[src/rtl/mac_pkg.sv]
// Shared widths and vector types for the MAC processing element.
package mac_pkg;

  localparam int MAC_IN_WIDTH_DEFAULT  = 8;
  localparam int MAC_ACC_WIDTH_DEFAULT = 16;

  // Operand and accumulator vectors at the default widths, for PE-array users
  typedef logic [MAC_IN_WIDTH_DEFAULT-1:0]  mac_operand_t;
  typedef logic [MAC_ACC_WIDTH_DEFAULT-1:0] mac_acc_t;

endpackage

[src/rtl/mac_unit.sv]
// Registered unsigned multiply-accumulate element: acc_out <= acc_in + a*b.
// The running sum lives outside; acc_in carries it back in. Arithmetic wraps.
module mac_unit
  import mac_pkg::*;
#(
  parameter int IN_WIDTH  = MAC_IN_WIDTH_DEFAULT,
  parameter int ACC_WIDTH = MAC_ACC_WIDTH_DEFAULT
) (
  input  logic                 clk,
  input  logic                 rst,
  input  logic                 en,
  input  logic [IN_WIDTH-1:0]  a,
  input  logic [IN_WIDTH-1:0]  b,
  input  logic [ACC_WIDTH-1:0] acc_in,
  output logic [ACC_WIDTH-1:0] acc_out
);

  // Full-precision product, and a sum one bit wider than the widest addend so
  // no carry is lost before the final truncation to ACC_WIDTH.
  localparam int PROD_W = 2 * IN_WIDTH;
  localparam int SUM_W  = ((ACC_WIDTH > PROD_W) ? ACC_WIDTH : PROD_W) + 1;

  logic [PROD_W-1:0]    prod;
  logic [SUM_W-1:0]     sum;
  logic [ACC_WIDTH-1:0] acc_d;
  logic [ACC_WIDTH-1:0] acc_q;

  // Next accumulator value: new MAC result when enabled, otherwise hold
  always_comb begin
    prod  = PROD_W'(a) * PROD_W'(b);
    sum   = SUM_W'(acc_in) + SUM_W'(prod);
    acc_d = acc_q;
    if (en) acc_d = sum[ACC_WIDTH-1:0];
  end

  // Result register; synchronous active-low reset takes priority over en
  always_ff @(posedge clk) begin
    if (!rst) acc_q <= '0;
    else      acc_q <= acc_d;
  end

  assign acc_out = acc_q;

endmodule

[config.mk]
export PLATFORM = sky130hd
export DESIGN_NAME = mac_unit
export DESIGN_NICKNAME = d
export VERILOG_FILES = /design/src/rtl/mac_pkg.sv /design/src/rtl/mac_unit.sv
export SDC_FILE = /design/constraint.sdc
export NUM_CORES = 1
export LEC_CHECK = 0
export BUFFER_PORTS_ARGS = -buffer_cell sky130_fd_sc_hd__buf_4
export CAP_MARGIN = 20
export CORE_MARGIN = 2
export CORE_UTILIZATION = 45
export DETAILED_ROUTE_END_ITERATION = 16
export GPL_TIMING_DRIVEN = 0
export PLACE_DENSITY = 0.66
export SYNTH_ARGS = -nofsm -noshare
export SYNTH_HDL_FRONTEND = slang
export SYNTH_SLANG_ARGS = --single-unit
[constraint.sdc]
create_clock -name clk -period 5.2 [get_ports clk]
set_clock_uncertainty 0.05 [all_clocks]
set_input_delay 0 -clock clk [delete_from_list [all_inputs] [get_ports clk]]
set_output_delay 0 -clock clk [all_outputs]
set_load 0.1 [all_outputs]
Word level (Yosys, flattened, before mapping) --
Cells that the tools add are included.
Operators by class: add/subtract/negate cells 1, multipliers 1
Operator list (count):
- $add A16 B16 Y16 | 1
- $mul A8 B8 Y16 | 1
Word-level totals: bits in registers 16, input bits 35, output and inout port bits 16, word-level logic and storage cells 3

Logic depth before layout (Yosys ltp) --
depth in word-level cells 2, gate-level depth with buffers 17

Worst setup path after synthesis --
OpenSTA, ideal clock, no wires.
path kind input -> register, start input b[1], end register acc_q[15], in the netlist acc_out[15], library setup time 0.095 ns, arrival time 3.784 ns, path slack 1.270 ns, stages on the path 15, path buffers 1, cell sequence clkbuf_1 -> nand2_1 -> fa_1 -> inv_1 -> fa_1 -> fa_1 -> inv_1 -> fa_1 -> inv_1 -> ha_1 -> a21o_1 -> a21oi_4 -> a21oi_2 -> or4_1 -> o311ai_1
On the way: longest elaborated chain between the ends 2
RTL lines:
- from (decl) | line mac_unit.sv:13 | input logic [IN_WIDTH-1:0] b,
- $mul A8 B8 Y16 | line mac_unit.sv:30 | prod = PROD_W'(a) * PROD_W'(b);
- $add A16 B16 Y16 | line mac_unit.sv:31 | sum = SUM_W'(acc_in) + SUM_W'(prod);
- to (signal assigned) | line mac_unit.sv:38 | if (!rst) acc_q <= '0;
- to (signal assigned) | line mac_unit.sv:39 | else acc_q <= acc_d;
- to (decl) | line mac_unit.sv:26 | logic [ACC_WIDTH-1:0] acc_q;
No other way between the ends. A chain may end at the register's enable or synchronous reset.

Worst setup path after layout --
Same ends and word-level chain as after synthesis.

==> summary.txt <==
Floorplan
  • Core Region: 6790 µm²
  • Rows: 30
  • Die W: 87.6 µm
  • Initial Utilization: 46.3%
  • Die area: 7680 µm²
  • Die height: 87.6 µm
  • Num ports: 51

Global routing
  • Initial antenna violation count: 0
  • Global routing usage on met2: 30.4%
  • Largest net degree at the start of global routing: 11
  • First-pass GRT wire length: 10.7 mm
  • GR Util met1: 23.0%
  • Global route overflow: 0
  • Met3 usage: 2.54%
  • GRT Max-Usage Layer: met2
  • Number of global-route vias before repair: 2434
  • Global-route usage over all layers: 17.2%

Synthesis
  • Adder-cell share of the synthesized area: 45.7%
  • Top-count cell post-synth: inv_1
  • Simple-Gate Fraction of Synth Area: 17.6%
  • Syn_nets: 492
  • Synth Area in XOR/XNOR: 1.39%
  • EDFF count, synth: 0
  • Largest cells by area after synthesis: fa_1, ha_1, inv_1, dfxtp_1, and2_1
  • Largest family of logic cells by synthesized area: adder cells
  • Yosys top cell by area: fa_1
  • Mean area per synthesized cell: 8.46 µm²
  • Ys Warns: 0
  • Post-synthesis cell count: 372
  • Main synth FF type: dfxtp_1
  • Synth unique cells: 47
  • Post-synthesis mux area share: 1.91%
  • FFs w/ async S/R, synth: 0%
  • Top cells by count, synth: inv_1, fa_1, nand2_1, ha_1, and2_1
  • Yosys reg bits: 16
  • Sequential area share after synthesis: 10.2%
  • Synthesized area: 3150 µm²
  • Synth top area share: 31.8%
  • Compound-gate portion of the synthesized area: 10.5%

Setup path
  • WS Path Type: input pin to flip-flop
  • Setup slack, reg-to-reg: 4430 ps
  • Startpoint types: input pin
  • Crit path arrival time: 4080 ps
  • Critical Path RT: 5310 ps
  • RR Endpoint: acc_out[15]
  • Crit Reg-Reg Startpoint: acc_out[15]
  • Critical Path End Type: flip-flop
  • CP startpoint: b[1]
  • FF-to-FF path depth: 2
  • Worst Setup EP: acc_out[15]
  • Critical path peak fanout: 8

STA
  • Final setup fails: 0
  • Slew margin rel.: 61.1%
  • Final Slew Violations: 0
  • Tmin final: 3970 ps
  • Worst Tran Pin Value: 583 ps
  • Fmax: 252 MHz
  • Final Hold Viols: 0
  • RSZ-0062 raised after global routing: false
  • Tcrit/Tclk final: 76.3%
  • Final setup TNS: 0 ps

Cells and area
  • Layout Area Growth over Synthesis: 17.3%
  • Multi-input gate area: 2430 µm²
  • FF/Latch Area: 320 µm²
  • Finished Core Util: 54.3%
  • Largest Register: acc_out
  • # diodes: 0
  • Fill cells: 637
  • Largest registers: acc_out x16
  • Share of cells above drive strength 1: 14.6%
  • Finished Layout Cells: 521
  • Largest register FFs: 16
  • Nets: 546

Clock tree
  • CTS Sinks: 16
  • Num CTS Buffers: 3
  • TritonCTS clock tree: yes
  • Root buffer cell: clkbuf_8
  • Clock Latency Late Sink: 250 ps
  • CTS max path bufs: 2
  • CTS clk-pin slew, worst paths: 60 ps
  • Htree depth: 1
  • Post-CTS resize count: 0

Drt
  • Via count: 2540
  • Routed wire length: 6.13 mm
  • Drt initial violations: 53
  • Detail-routed via count per cell: 4.88
  • DRC viols: 0
  • Detail Route Antenna Nets: 0
  • Routed wire length per instance: 11.8 µm
  • DR pass1 iterations: 4

Pwr
  • Leakage: 1.98 nW
  • Max VDD drop: 0.288 mV
  • Pwr Density: 435 nW/µm²

Placed design
  • Port bufs: 48
  • # placed instances: 516
  • Hpwl dp: 5.34 mm
  • Gpl congestion: 0.842

Min path
  • Worst Hold Class: input pin to flip-flop

Flow run
  • Max-cap viol count: 0

Status
  • Status: finished, final reports clean
stage by stage:
stage	setup WS (ps)	area (µm²)	total power, mW	hold WS [ps]
floorplan	1270	3150	1.24	67.5
global placement	996	3630	1.49	208
detailed placement	972	3630	1.52	211
CTS	1210	3690	1.63	47.7
global route	1020	3690	1.79	62.3
finish	1230	3690	1.61	51.9
cell usage in the layout, fill, tap and decap left out, drive strengths merged, types with 5 or more instances in the layout:
master  count
buf        49
and2       34
clkbuf      7
ha         35
a21oi      12
nand2      42
fa         50
nand3       7
inv       102
dfxtp      16
nor2       14
mux2i       6
o21ai       5
routing by layer:
layer	vias to the layer above	part of all wire [%]
met3	4	2.7
met1	1247	43
li1	1250	-
met2	39	54
met4	0	0.65
met5	-	0
cells by family after synthesis:
| family | Yosys count |
|---|---|
| DFF | 16 |
| xor gates and xnor gates | 5 |
| buffers and inverters | 106 |
| AOI/OAI and AO/OA | 44 |
| and+or+nand+nor | 110 |
| adders and majority gates | 85 |
| muxes | 6 |
cell type report:
cell class | count | area share, %
Multi-Input combinational cell | 250 | 65.8
Inverter | 102 | 10.4
Timing Repair Buffer | 49 | 10.0
Sequential cell | 16 | 8.68
Tap cell | 96 | 3.25
Clock buffer | 4 | 1.49
Buffer | 4 | 0.407
repair_timing:
action / in CTS / in global routing
endpoints found under the hold margin: 2 / 0
buffers inserted: 0 / 0
hold buffers: 1 / 0
worst max-delay path, cell delays in order:
cell and delay [ps]:
clkbuf_1 290, nand2_1 130, fa_1 520, inv_1 50, fa_1 470, fa_1 490, inv_1 50, fa_1 530
inv_1 40, ha_1 360, a21o_1 230, a21oi_4 210, a21oi_2 90, or4_1 510, o311ai_1 100
worst min path at each step:
stage               startpoint           to  slack [ps]  cells after the start
CTS                         en  acc_out[10]          50                      4
global placement           rst  acc_out[11]         210                      2
finish                      en  acc_out[10]          50                      4
global route                en  acc_out[10]          60                      4
detailed placement         rst  acc_out[11]         210                      2
floorplan                  rst  acc_out[11]          70                      1
power by group:
group / switching (mW) / internal, mW / total (mW)
registers: 0.0180 / 0.159 / 0.177
clock network: 0.0432 / 0.0672 / 0.110
logic: 0.833 / 0.485 / 1.32
total: 0.894 / 0.711 / 1.61
(Power assumes the default switching activity.)
